[src/rtl/sr_latch_ctrl_if.sv]
// rtl/sr_latch_ctrl_if.sv - requester handshake and latch drive/readback bundle for sr_latch_ctrl
interface sr_latch_ctrl_if;
   logic req0;
   logic req1;
   logic op0;
   logic op1;
   logic ack0;
   logic ack1;
   logic err;
   logic s;
   logic r;
   logic q;
   logic q_bar;
   logic busy;
   logic fault;

   modport master (
      output req0, req1, op0, op1, q, q_bar,
      input  ack0, ack1, err, s, r, busy, fault
   );

   modport slave (
      input  req0, req1, op0, op1, q, q_bar,
      output ack0, ack1, err, s, r, busy, fault
   );
endinterface

[src/rtl/sr_latch_ctrl.sv]
// rtl/sr_latch_ctrl.sv - two-requester arbiter driving a shared SR latch with timed pulses and readback check
module sr_latch_ctrl #(
   parameter int PULSE_W = 2,
   parameter int GAP_W   = 1
) (
   input logic          clk,
   input logic          rst,
   sr_latch_ctrl_if.slave bus
);

   typedef enum logic [1:0] {
      IDLE  = 2'd0,
      PULSE = 2'd1,
      GAP   = 2'd2,
      CHECK = 2'd3
   } state_t;

   localparam logic [3:0] PULSE_LD = 4'(PULSE_W - 1);
   localparam logic [3:0] GAP_LD   = 4'(GAP_W - 1);

   state_t     state;
   state_t     state_nxt;
   logic [3:0] pulse_cnt;
   logic [3:0] pulse_cnt_nxt;
   logic [3:0] gap_cnt;
   logic [3:0] gap_cnt_nxt;
   logic       op_r;
   logic       op_nxt;
   logic       gnt_r;
   logic       gnt_nxt;
   logic       prio_r;
   logic       prio_nxt;
   logic       pick;
   logic       mism;

   logic       s_q;
   logic       r_q;
   logic       ack0_q;
   logic       ack1_q;
   logic       err_q;
   logic       busy_q;
   logic       fault_q;
   logic       s_nxt;
   logic       r_nxt;
   logic       ack0_nxt;
   logic       ack1_nxt;
   logic       err_nxt;
   logic       busy_nxt;
   logic       fault_nxt;

   always_ff @(posedge clk or posedge rst) begin
      if (rst) begin
         state     <= IDLE;
         pulse_cnt <= 4'd0;
         gap_cnt   <= 4'd0;
         op_r      <= 1'b0;
         gnt_r     <= 1'b0;
         prio_r    <= 1'b0;
         s_q       <= 1'b0;
         r_q       <= 1'b0;
         ack0_q    <= 1'b0;
         ack1_q    <= 1'b0;
         err_q     <= 1'b0;
         busy_q    <= 1'b0;
         fault_q   <= 1'b0;
      end else begin
         state     <= state_nxt;
         pulse_cnt <= pulse_cnt_nxt;
         gap_cnt   <= gap_cnt_nxt;
         op_r      <= op_nxt;
         gnt_r     <= gnt_nxt;
         prio_r    <= prio_nxt;
         s_q       <= s_nxt;
         r_q       <= r_nxt;
         ack0_q    <= ack0_nxt;
         ack1_q    <= ack1_nxt;
         err_q     <= err_nxt;
         busy_q    <= busy_nxt;
         fault_q   <= fault_nxt;
      end
   end

   // prio_r names the requester that wins a tie; it always points away from the last grant.
   always_comb begin
      state_nxt     = state;
      pulse_cnt_nxt = pulse_cnt;
      gap_cnt_nxt   = gap_cnt;
      op_nxt        = op_r;
      gnt_nxt       = gnt_r;
      prio_nxt      = prio_r;
      pick          = 1'b0;

      case (state)
         IDLE: begin
            if (bus.req0 || bus.req1) begin
               pick          = (bus.req0 && bus.req1) ? prio_r : bus.req1;
               op_nxt        = pick ? bus.op1 : bus.op0;
               gnt_nxt       = pick;
               prio_nxt      = ~pick;
               pulse_cnt_nxt = PULSE_LD;
               state_nxt     = PULSE;
            end
         end
         PULSE: begin
            if (pulse_cnt == 4'd0) begin
               gap_cnt_nxt = GAP_LD;
               state_nxt   = GAP;
            end else begin
               pulse_cnt_nxt = pulse_cnt - 4'd1;
            end
         end
         GAP: begin
            if (gap_cnt == 4'd0) begin
               state_nxt = CHECK;
            end else begin
               gap_cnt_nxt = gap_cnt - 4'd1;
            end
         end
         CHECK: begin
            state_nxt = IDLE;
         end
         default: begin
            state_nxt = IDLE;
         end
      endcase
   end

   // Outputs are computed from the next state so they register in step with it;
   // the readback is sampled on the edge that enters CHECK, after the full gap.
   always_comb begin
      s_nxt     = 1'b0;
      r_nxt     = 1'b0;
      ack0_nxt  = 1'b0;
      ack1_nxt  = 1'b0;
      err_nxt   = 1'b0;
      busy_nxt  = 1'b0;
      fault_nxt = fault_q;
      mism      = (bus.q != op_r) || (bus.q_bar != ~op_r);

      if (state_nxt == PULSE) begin
         s_nxt = op_nxt;
         r_nxt = ~op_nxt;
      end
      if (state_nxt == CHECK) begin
         ack0_nxt = ~gnt_nxt;
         ack1_nxt = gnt_nxt;
         err_nxt  = mism;
      end
      busy_nxt  = (state_nxt != IDLE);
      fault_nxt = fault_q | err_nxt;
   end

   assign bus.s     = s_q;
   assign bus.r     = r_q;
   assign bus.ack0  = ack0_q;
   assign bus.ack1  = ack1_q;
   assign bus.err   = err_q;
   assign bus.busy  = busy_q;
   assign bus.fault = fault_q;

endmodule

[src/flat_wrapper.sv]
// flat-port wrapper written by rule: the top's interface ports become plain ports
module sr_latch_ctrl_flat 
#(
   parameter int PULSE_W = 2,
   parameter int GAP_W   = 1
)
  (clk, rst, bus_req0, bus_req1, bus_op0, bus_op1, bus_q, bus_q_bar, bus_ack0, bus_ack1, bus_err, bus_s, bus_r, bus_busy, bus_fault);
  sr_latch_ctrl_if bus_i ();
  input logic clk;
  input logic rst;
  input wire logic [$bits(bus_i.req0)-1:0] bus_req0;
  input wire logic [$bits(bus_i.req1)-1:0] bus_req1;
  input wire logic [$bits(bus_i.op0)-1:0] bus_op0;
  input wire logic [$bits(bus_i.op1)-1:0] bus_op1;
  input wire logic [$bits(bus_i.q)-1:0] bus_q;
  input wire logic [$bits(bus_i.q_bar)-1:0] bus_q_bar;
  output wire logic [$bits(bus_i.ack0)-1:0] bus_ack0;
  output wire logic [$bits(bus_i.ack1)-1:0] bus_ack1;
  output wire logic [$bits(bus_i.err)-1:0] bus_err;
  output wire logic [$bits(bus_i.s)-1:0] bus_s;
  output wire logic [$bits(bus_i.r)-1:0] bus_r;
  output wire logic [$bits(bus_i.busy)-1:0] bus_busy;
  output wire logic [$bits(bus_i.fault)-1:0] bus_fault;
  assign bus_i.req0 = bus_req0;
  assign bus_i.req1 = bus_req1;
  assign bus_i.op0 = bus_op0;
  assign bus_i.op1 = bus_op1;
  assign bus_i.q = bus_q;
  assign bus_i.q_bar = bus_q_bar;
  assign bus_ack0 = bus_i.ack0;
  assign bus_ack1 = bus_i.ack1;
  assign bus_err = bus_i.err;
  assign bus_s = bus_i.s;
  assign bus_r = bus_i.r;
  assign bus_busy = bus_i.busy;
  assign bus_fault = bus_i.fault;
  sr_latch_ctrl #(.PULSE_W(PULSE_W), .GAP_W(GAP_W)) u_core (.clk(clk), .rst(rst), .bus(bus_i));
endmodule
[config.mk]
export PLATFORM = sky130hd
export DESIGN_NAME = sr_latch_ctrl_flat
export DESIGN_NICKNAME = d
export VERILOG_FILES = /design/src/rtl/sr_latch_ctrl_if.sv /design/src/rtl/sr_latch_ctrl.sv /design/src/flat_wrapper.sv
export SDC_FILE = /design/constraint.sdc
export NUM_CORES = 1
export LEC_CHECK = 0
export BUFFER_PORTS_ARGS = -buffer_cell sky130_fd_sc_hd__buf_2
export CAP_MARGIN = 40
export CORE_MARGIN = 4
export CORE_UTILIZATION = 35
export CTS_BUF_LIST = sky130_fd_sc_hd__clkbuf_16
export DETAILED_ROUTE_END_ITERATION = 7
export PLACE_DENSITY_LB_ADDON = 0.2
export SYNTH_ARGS = -nofsm -noshare
export SYNTH_HDL_FRONTEND = slang
export SYNTH_SLANG_ARGS = --single-unit
[constraint.sdc]
create_clock -name clk -period 2.05 [get_ports clk]
set_clock_uncertainty 0.05 [all_clocks]
set_input_delay 0.1025 -clock clk [delete_from_list [all_inputs] [get_ports clk]]
set_output_delay 0.1025 -clock clk [all_outputs]
set_load 0.02 [all_outputs]
======== After elaboration in Yosys (flattened, before gate mapping) ========
Index checks and enable logic that the tools add are counted.
storage, ports and cells
  output and inout bits ................... 7
  input port bits ......................... 8
  register bits ........................... 20
  word-level logic and storage cells ...... 64
operators by class
  add/subtract/negate cells ............... 2
  muxes and demuxes ....................... 21
  equality and inequality tests ........... 11
  bitwise operators ....................... 5
  reductions and logical operators ........ 12
operators by type and width
  cell                 number
  $mux 4               4
  $pmux 4 s2           2
  $mux 1               11
  $logic_not 4->1      2
  $pmux 2 s4           1
  $sub 4x1->4 const B  2
  $eq 2x2->1 const B   3
  $mux 2               3
  $reduce_and 3->1     2
  $reduce_bool 2->1    3
  $eq 2x1->1 const B   2
  $ne 2x1->1 const B   2
  $ne 2x2->1 const B   2
  $not 1->1            4
  $logic_not 2->1      1
  $logic_or 1x1->1     2
  $ne 1x1->1           2
  $reduce_and 2->1     1
  $logic_and 1x1->1    1
  $or 1x1->1           1

======== Logic depth before layout (Yosys ltp) ========
Gate-level depths: netlist (run 1).
  depth after elaboration ................. 7
  gate-level depth with buffers ........... 8
  mapped depth without buffers ............ 7

======== Worst setup path before layout (run 1) ========
OpenSTA, ideal clock, no wires.
  path type ............................... reg-to-reg
  start point ............................. register u_core.pulse_cnt[0]
  end point ............................... register u_core.gap_cnt[2]
  library setup time ...................... 76 ps
  data arrival time ....................... 1806 ps
  path slack .............................. 118 ps
  cell stages (with the launch flop) ...... 8
  buffers on the path ..................... 1
  data required time ...................... 1924 ps
  period minus slack after synthesis ...... 1932 ps
  cell sequence ........................... dfrtp_1 inv_1 ha_1 or3b_1 buf_6 a211o_4 or2_4 o21ai_1
between the ends
  cells in the longest elaborated chain, start to end .. 3
RTL lines
  element                            line                  text
  start, declared                    sr_latch_ctrl.sv:23   logic [3:0] pulse_cnt;
  start signal, assigned             sr_latch_ctrl.sv:68   pulse_cnt <= pulse_cnt_nxt;
  $logic_not 4->1                    sr_latch_ctrl.sv:105  if (pulse_cnt == 4'd0) begin
  $ne 2x1->1 (no source line)        -
  $reduce_and 3->1 (no source line)  -
  end signal, assigned               sr_latch_ctrl.sv:69   gap_cnt <= gap_cnt_nxt;
  end, declared                      sr_latch_ctrl.sv:25   logic [3:0] gap_cnt;
Every way passes these cells.
A chain may end at the register's enable or synchronous reset.

======== Worst setup path in the final report (run 1) ========
Ends and elaborated chain as after synthesis.

==> results of run 1 <==
==> kinds of logic after synthesis <==
group,share of synthesized area [%]
adders and majority gates,8.274
DFF,47.28
AOI/OAI and AO/OA,19.39
buffers and inverters,6.856
and+or+nand+nor,18.20
==> synthesized netlist by cell type (all sizes together) (3+ instances only) <==
cell type	instances
ha	7
nor2	6
dfrtp	20
nand2	7
inv	13
o31ai	3
a31oi	4
a22o	3
o21ai	11
nor3	5
nand2b	4
==> power breakdown <==
group | internal (mW) | switching, mW
Combinational | 0.382 | 0.497
Clock | 0.260 | 0.142
Sequential | 0.540 | 0.103
Total | 1.18 | 0.741
==> cell type report <==
type	count	area, µm²
Clock inverter	1	3.754
Fill cell	271	1574
Tap cell	31	38.79
Multi-Input combinational cell	71	493.0
Inverter	13	48.80
Timing Repair Buffer	17	95.09
Clock buffer	3	75.07
Sequential cell	20	500.5
==> repair_timing <==
item / in CTS / in global routing
gates resized for setup: 0 / 2
hold buffers: 1 / 0
endpoints found under the hold margin: 20 / 0
setup endpoints to repair: 0 / 3
==> per-stage QoR <==
stage,area [µm²],power (mW)
after floorplan,1059,1.310
after global placement,1159,1.487
after detailed placement,1159,1.514
after CTS,1247,1.929
after global routing,1255,2.100
final,1255,1.924
==> worst max path at each step <==
stage,slack (ns),endpoint,from
after floorplan,0.12,u_core.gap_cnt[2]$_DFFE_PP0P_,u_core.pulse_cnt[0]$_DFFE_PP0P_
final,0.08,u_core.gap_cnt[2]$_DFFE_PP0P_,u_core.pulse_cnt[0]$_DFFE_PP0P_
after CTS,0.04,u_core.gap_cnt[2]$_DFFE_PP0P_,u_core.pulse_cnt[0]$_DFFE_PP0P_
after global routing,0.003,u_core.gap_cnt[2]$_DFFE_PP0P_,u_core.pulse_cnt[0]$_DFFE_PP0P_
after detailed placement,0.06,u_core.gap_cnt[2]$_DFFE_PP0P_,u_core.pulse_cnt[0]$_DFFE_PP0P_
after global placement,0.13,u_core.gap_cnt[2]$_DFFE_PP0P_,u_core.pulse_cnt[0]$_DFFE_PP0P_
==> registers in the layout, indices dropped and copies added, names as in the netlist <==
register,flops
u_core.bus.fault,1
u_core.gap_cnt,4
u_core.op_r,1
u_core.bus.s,1
u_core.state,2
u_core.bus.ack0,1
u_core.bus.r,1
u_core.bus.busy,1
u_core.bus.ack1,1
u_core.bus.err,1
u_core.pulse_cnt,4
u_core.prio_r,1
u_core.gnt_r,1
==> per-layer routing <==
metal / up-vias / global-route usage [%] / wire [µm]
li1: 407 / - / -
met1: 383 / 12.95 / 893
met2: 11 / 18.31 / 916
met3: 5 / 3.597 / 83
met4: 0 / 5.785 / 46
met5: - / 0 / 0
==> results.yml, run 1 <==
finish:
  num_antenna_cells: 0
  drive_above_1_share_pct: 20.80
  layout.cells.non_filler: 156
  nets: 141
  final_cell_mix: "dfrtp_1 (20), buf_2 (14), inv_1 (13), o21ai_0 (8)"
  syn_to_final_growth_pct: 18.56
  postLayoutCoreUtil_pct: 44.36
  final_common_cell: "dfrtp_1"
clocking:
  cts_tree: "yes"
  post-cts-setup-buffer-count: 0
  cts_buffer_depth: 2
  clk_latency_ns: 0.25
  cts.sinks: 20
  cts_root_buffer: "clkbuf_16"
  cts.clk_slew.worst_paths_ns: 0.06
  cts_inserted_buffers: 3
  cts_max_level: 1
placement:
  place_ws_ns: 0.05676
  post-dp-hpwl_um: 1463
  globalplace.congestion: 0.7952
  port_buffers: 14
  dp.cells: 151
global_routing:
  grt_util_all_layers_pct: 11.18
  grt_pass1_vias: 786
  grt_pass1_wl_um: 3498
  grt_max_degree: 21
  antenna_found_initial: 0
  gr-total-overflow: 0
die:
  core_area_um2: 2829
  rows: 19
  die_area_um2: 3968
  fp.dieW_um: 63.00
  start_util_pct: 37.42
  die_h_um: 63.00
  pin_count: 15
sta:
  slew_headroom_pct: 48.85
  setup_viol: 0
  hold_ws_ns: 0.06621
  layout_setup_ws_ns: 0.08016
  fin_crit_sh_pct: 96.09
  fmax_ghz: 0.5077
  setup_tns_ns: 0
  grt_setup_unrepaired: "false"
  tightest_slew_ns: 0.7664
  final_max_slew_viol_count: 0
  finalCriticalPeriod_ns: 1.970
  hold_viol: 0
synthesis:
  postSynth.topFlopCell: "dfrtp_1"
  netlist_area_um2: 1059
  synth_warnings: 0
  yosysSeqAreaShare_pct: 47.28
  synth.net_count: 123
  yosys-top-cells-area: "dfrtp_1 (47%), ha_1 (8.3%), inv_1 (4.6%)"
  synth_top_area_share_pct: 47.28
  postSynthCellCount: 108
  yosysTopAreaCell: "dfrtp_1"
  synth_edf_count: 0
  synth_cell_type_count: 34
  syn_area_per_cell_um2: 9.801
  async_flop_share_pct: 100.0
  yosys_register_bits: 20
pwr:
  power.density_nw_per_um2: 1533
  vdd_drop_max_mv: 0.6272
  p_leak_nw: 0.6084
setup_path:
  cpMaxStageDelayCell: "dfrtp_1"
  critPathCaptureType: "flop"
  r2r_setup_slack_ns: 0.08
  crit_type: "reg -> reg"
  cp.depth: 6
  cp_data_required_time_ns: 2.18
  path_cells: "inv_1 > ha_1 > or3b_4 > a211o_4 > or2_4 > o21ai_1"
  r2r-start: "u_core.pulse_cnt[0]$_DFFE_PP0P_"
  critical_path_buf_inv_count: 1
  cpLargestDelayFamily: "simple AND/OR/NAND/NOR gates"
  cp.arrival_ns: 2.10
  crit_fanout: 6
  reg2reg_to: "u_core.gap_cnt[2]$_DFFE_PP0P_"
  ff2ff_path_depth: 6
  critical-path-max-stage-delay_ns: 0.40
  cp-start-kind: "flop"
min_path:
  min_from: "bus_req1"
  min_path_cells: 2
  hold_class: "in -> reg"
  whs_endpoint: "u_core.prio_r$_DFFE_PP0P_"
detailed_routing:
  num_vias: 806
  vias_per_cell: 5.167
  route.detailed.drc: 0
  ant_nets: 0
  drt_iter0_markers: 20
  drt_wl_total_um: 1939
  drt_pass1_iterations: 4
  wl_per_cell_um: 12.43
status:
  status: "finished, final reports clean"
flow_run:
  drv_cap: 0
No activity file was read; power rests on OpenSTA's default activity.
==> run 2, diff against run 1 <==
--- a/config.mk
+++ b/config.mk
@@ -12,6 +12,7 @@
 export CTS_BUF_LIST = sky130_fd_sc_hd__clkbuf_16
 export DETAILED_ROUTE_END_ITERATION = 7
 export PLACE_DENSITY_LB_ADDON = 0.2
+export SETUP_SLACK_MARGIN = 0.5
 export SYNTH_ARGS = -nofsm -noshare
 export SYNTH_HDL_FRONTEND = slang
 export SYNTH_SLANG_ARGS = --single-unit
==> run 2 against run 1 <==
Effect of this change:
- core utilization increased by 6.2 points
- clock power decreased by 4%
- sequential share of layout area decreased by 4.9 points
- via count increased by 9.1%
- die area unchanged
- cell area increased by 14%
- wire length increased by 15%
==> results.yml, run 2 (synthesized netlist as in run 1, its figures left out) <==
detailed_routing:
  drt_wl_total_um: 2235
  wl_per_cell_um: 13.30
  num_vias: 879
  vias_per_cell: 5.232
  drt_iter0_markers: 17
  ant_nets: 0
  route.detailed.drc: 0
  drt_pass1_iterations: 4
sta:
  hold_ws_ns: 0.08559
  grt_setup_unrepaired: "true"
  final_max_slew_viol_count: 0
  fmax_ghz: 0.5511
  setup_viol: 0
  hold_viol: 0
  tightest_slew_ns: 0.7549
  fin_crit_sh_pct: 88.51
  slew_headroom_pct: 49.62
  finalCriticalPeriod_ns: 1.814
  setup_tns_ns: 0
setup_path:
  critPathCaptureType: "flop"
  cp.arrival_ns: 1.94
  crit_start: "u_core.pulse_cnt[1]$_DFFE_PP0P_"
  crit_type: "reg -> reg"
  r2r-start: "u_core.pulse_cnt[1]$_DFFE_PP0P_"
  crit_fanout: 5
  cp-start-kind: "flop"
  cp_data_required_time_ns: 2.18
flow_run:
  drv_cap: 0
pwr:
  vdd_drop_max_mv: 0.9976
  p_clk_share_pct: 17.5
  power_frac_comb_pct: 53.3
  p_leak_nw: 0.6737
  power.density_nw_per_um2: 1537
  p_int_mw: 1.355
  switching_share_pct: 38.36
  seqPwrFrac_pct: 29.2
  switchingPower_uw: 843.4
clocking:
  cts_max_level: 1
  cts.clk_slew.worst_paths_ns: 0.05
  cts.sinks: 20
  cts_buffer_depth: 2
  cts_tree: "yes"
  clk_latency_ns: 0.25
  cts_root_buffer: "clkbuf_16"
  cts_inserted_buffers: 3
global_routing:
  gr-total-overflow: 0
  antenna_found_initial: 0
  grt_pass1_wl_um: 3815
  grt_util_all_layers_pct: 11.86
  grt_max_degree: 21
  grt_pass1_vias: 872
die:
  start_util_pct: 37.42
  core_area_um2: 2829
  die_h_um: 63.00
  rows: 19
  fp.dieW_um: 63.00
  pin_count: 15
  die_area_um2: 3968
finish:
  syn_to_final_growth_pct: 35.11
  final_cell_mix: "dfrtp_1 (20), buf_4 (15), buf_2 (14), inv_1 (8)"
  largestRegisters: "u_core.gap_cnt x4, u_core.pulse_cnt x4, u_core.state x2"
  num_antenna_cells: 0
  drive_above_1_share_pct: 41.61
  final_common_cell: "dfrtp_1"
  nets: 154
  postLayoutCoreUtil_pct: 50.55
placement:
  globalplace.congestion: 0.7858
  post-dp-hpwl_um: 1475
  port_buffers: 14
min_path:
  min_from: "bus_req1"
  hold_class: "in -> reg"
status:
  status: "finished, final reports clean"
-- run 2: changes by cell type in the layout (fill, tap and decap cells not counted), moves of 2 or more --
cell,previous run,this run
o21ai_0,8,4
inv_2,0,5
inv_1,13,8
ha_1,7,3
o31ai_1,3,1
buf_4,2,15
o21ai_1,2,4
o21ai_2,1,3
ha_4,0,3
o31ai_2,0,2
-- run 2: cell type report --
class | instances | area, µm²
multi-input cells | 71 | 574.3
flip-flops and latches | 20 | 500.5
repair buffers | 30 | 192.7
fillers | 267 | 1399
clock buffers | 3 | 75.07
well taps | 31 | 38.79
inverters | 13 | 48.80
-- run 2: metal layers --
layer | share of wire, % | vias up | track usage, % | routed length, µm
met4 | 0.45 | 0 | 2.479 | 10
met1 | 47 | 428 | 14.72 | 1052
met3 | 4.0 | 2 | 3.777 | 90
li1 | - | 435 | - | -
met5 | 0 | - | 0 | 0
met2 | 48 | 14 | 20.03 | 1081
-- run 2: timing repair --
| item | 4_1_cts | 5_1_grt |
|---|---|---|
| buffers inserted | 9 | 5 |
| resized for setup | 16 | 8 |
| endpoints found under the hold margin | 20 | 0 |
| pin swaps | 5 | 4 |
| hold buffers | 1 | 0 |
| endpoints found under the setup margin | 17 | 18 |
-- run 2: through the flow --
step / setup WS, ns / power, mW / cell area, µm² / cells
2_1_floorplan: 0.1575 / 1.348 / 1077 / 108
3_3_place_gp: 0.1227 / 1.486 / 1164 / 150
3_5_place_dp: 0.07870 / 1.511 / 1164 / 150
4_1_cts: 0.2415 / 2.109 / 1370 / 163
6_report: 0.2355 / 2.198 / 1430 / 168
5_1_grt: 0.1804 / 2.400 / 1430 / 168
-- run 2: worst paths after layout --
check / endpoint / slack [ns] / cells past startpoint
worst max-delay path: u_core.gap_cnt[2]$_DFFE_PP0P_ / 0.24 / 6
worst min-delay path: u_core.prio_r$_DFFE_PP0P_ / 0.09 / 2
worst max register to register: u_core.gap_cnt[2]$_DFFE_PP0P_ / 0.24 / 6
worst min register to register: u_core.bus.fault$_DFF_PP0_ / 0.44 / 2
max in group asynchronous: u_core.pulse_cnt[3]$_DFFE_PP0P_ / 0.99 / 3
min in group asynchronous: u_core.gap_cnt[3]$_DFFE_PP0P_ / 0.48 / 3
-- run 2: worst max-delay path: stages, from the launching register on --
cell	delay, ns
dfrtp_1	0.39
inv_2	0.08
ha_4	0.13
or3b_4	0.38
a211o_4	0.35
or2_4	0.25
o21ai_2	0.11
-- run 2: power by group through the flow --
stage / sequential (mW) / clock (mW) / combinational [mW]
floorplan: 0.678 / 0 / 0.670
global placement: 0.647 / 0 / 0.838
detailed placement: 0.652 / 0 / 0.860
CTS: 0.638 / 0.392 / 1.08
global route: 0.661 / 0.418 / 1.32
finish: 0.642 / 0.384 / 1.17
==> run 3, diff against run 2 <==
==> constraint.sdc (replaced) <==
create_clock -name clk -period 2.1 [get_ports clk]
set_clock_uncertainty 0.05 [all_clocks]
set_input_delay 0.105 -clock clk [delete_from_list [all_inputs] [get_ports clk]]
set_output_delay 0.105 -clock clk [all_outputs]
set_load 0.02 [all_outputs]
==> run 3 against run 2 <==
Effect of this change:
- cell area decreased by 0.44%
- register-to-register slack improved by 0.04 ns
- fmax down 0.46%
- critical path depth did not move
- die area stayed put
- clock-buffer cell count unchanged
- hold slack worse by 0.0015 ns
- total power down 2.3%
- global-route usage is 0.33 points higher
- combinational power is essentially flat
- sequential share of layout area up 0.15 points
- sequential power shrank 3%
==> results.yml, run 3 (synthesized netlist as in run 1, its figures left out) <==
finish:
  layout.cells.non_filler: 167
  final_cell_mix: "dfrtp_1 (20), buf_2 (14), buf_4 (13), inv_1 (9)"
  largestRegisters: "u_core.gap_cnt x4, u_core.pulse_cnt x4, u_core.state x2"
  drive_above_1_share_pct: 40.44
  syn_to_final_growth_pct: 34.52
  nets: 152
  final_common_cell: "dfrtp_1"
  num_antenna_cells: 0
sta:
  final_max_slew_viol_count: 0
  slew_headroom_pct: 49.69
  grt_setup_unrepaired: "true"
  hold_ws_ns: 0.08413
  tightest_slew_ns: 0.7538
  setup_viol: 0
  fin_crit_sh_pct: 86.80
  fmax_ghz: 0.5486
  finalCriticalPeriod_ns: 1.823
  setup_tns_ns: 0
  hold_viol: 0
setup_path:
  critical_path_buf_inv_count: 1
  cp_data_required_time_ns: 2.23
  r2r-start: "u_core.pulse_cnt[0]$_DFFE_PP0P_"
  r2r_setup_slack_ns: 0.28
  crit_fanout: 5
  cp-start-kind: "flop"
  cp.depth: 6
  critPathCaptureType: "flop"
  crit_end: "u_core.gap_cnt[0]$_DFFE_PP0P_"
  crit_start: "u_core.pulse_cnt[0]$_DFFE_PP0P_"
  cpLargestDelayFamily: "simple AND/OR/NAND/NOR gates"
  crit_type: "reg -> reg"
  reg2reg_to: "u_core.gap_cnt[0]$_DFFE_PP0P_"
  cpMaxStageDelayCell: "dfrtp_1"
  path_cells: "inv_2 > ha_4 > or3b_4 > a211o_4 > or2_4 > o21ai_2"
  ff2ff_path_depth: 6
  critical-path-max-stage-delay_ns: 0.39
  cp.arrival_ns: 1.95
die:
  rows: 19
  start_util_pct: 37.42
  core_area_um2: 2829
  pin_count: 15
  die_h_um: 63.00
  fp.dieW_um: 63.00
  die_area_um2: 3968
placement:
  dp.cells: 150
  post-dp-hpwl_um: 1427
  globalplace.congestion: 0.7688
  port_buffers: 14
clocking:
  cts_max_level: 1
  cts_buffer_depth: 2
  cts.clk_slew.worst_paths_ns: 0.05
  cts_tree: "yes"
  cts_inserted_buffers: 3
  cts_root_buffer: "clkbuf_16"
  cts.sinks: 20
  clk_latency_ns: 0.25
detailed_routing:
  route.detailed.drc: 0
  routed-wl-met2_um: 1049
  wl_per_cell_um: 13.16
  route.met3.wl_um: 82
  num_vias: 868
  drt_wl_total_um: 2197
  drt_pass1_iterations: 4
  ant_nets: 0
  top_layer_used: "met4"
  met1_length_um: 1054
  drt_iter0_markers: 46
  vias_per_cell: 5.198
pwr:
  p_clk_share_pct: 18.0
  p_leak_nw: 0.6696
  vdd_drop_max_mv: 1.044
  seqPwrFrac_pct: 29.0
  switching_share_pct: 39.73
  switchingPower_uw: 852.9
  p_int_mw: 1.294
  power_frac_comb_pct: 52.9
  power.density_nw_per_um2: 1508
global_routing:
  antenna_found_initial: 0
  grt_pass1_wl_um: 3864
  grt_util_all_layers_pct: 12.19
  grt_max_degree: 21
  grt_pass1_vias: 885
  gr-total-overflow: 0
min_path:
  hold_class: "in -> reg"
status:
  status: "finished, final reports clean"
flow_run:
  drv_cap: 0
==> run 3: worst min path at each step <==
stage	start	slack [ns]	cells after the start	end
after floorplan	rst	0.02	1	u_core.bus.ack0$_DFF_PP0_
after CTS	bus_req1	0.09	2	u_core.prio_r$_DFFE_PP0P_
after global routing	bus_req1	0.09	2	u_core.prio_r$_DFFE_PP0P_
final	bus_req1	0.08	2	u_core.prio_r$_DFFE_PP0P_
after global placement	rst	0.22	2	u_core.gap_cnt[2]$_DFFE_PP0P_
after detailed placement	rst	0.23	2	u_core.gap_cnt[2]$_DFFE_PP0P_
==> run 3: cell type report <==
cell class | count | area, µm²
clock inverter | 1 | 3.754
fill | 261 | 1405
tap | 31 | 38.79
multi-input combinational | 71 | 579.3
inverter | 13 | 48.80
sequential | 20 | 500.5
timing repair buffer | 28 | 177.7
clock buffer | 3 | 75.07
==> run 3: per-stage QoR <==
step                      instance area [µm²]  total power, mW  setup WS, ns  utilization, %
final                                    1424            2.147        0.2772           50.33
after global routing                     1424            2.346        0.2075           50.33
after CTS                                1366            2.037        0.2632           48.30
after detailed placement                 1164            1.476        0.1224           41.13
after global placement                   1164            1.455        0.1750           41.13
after floorplan                          1077            1.316        0.2075               -
==> run 3: per-layer routing <==
layer	global-route usage [%]	vias up
li1	-	431
met1	15.13	422
met2	20.95	13
met3	3.417	2
met4	2.479	0
met5	0	-
==> run 3: timing repair <==
item,in CTS,in global routing
gates resized for setup,9,13
buffers inserted,11,1
endpoints found under the setup margin,17,17
endpoints found under the hold margin,20,0
hold buffers,1,0
pin swaps,6,6
==> run 3: power groups by stage <==
| stage | clock network, mW | registers (mW) | logic (mW) |
|---|---|---|---|
| after floorplan | 0 | 0.662 | 0.654 |
| final | 0.387 | 0.623 | 1.14 |
| after detailed placement | 0 | 0.636 | 0.840 |
| after global routing | 0.425 | 0.646 | 1.28 |
| after CTS | 0.394 | 0.620 | 1.02 |
| after global placement | 0 | 0.633 | 0.822 |
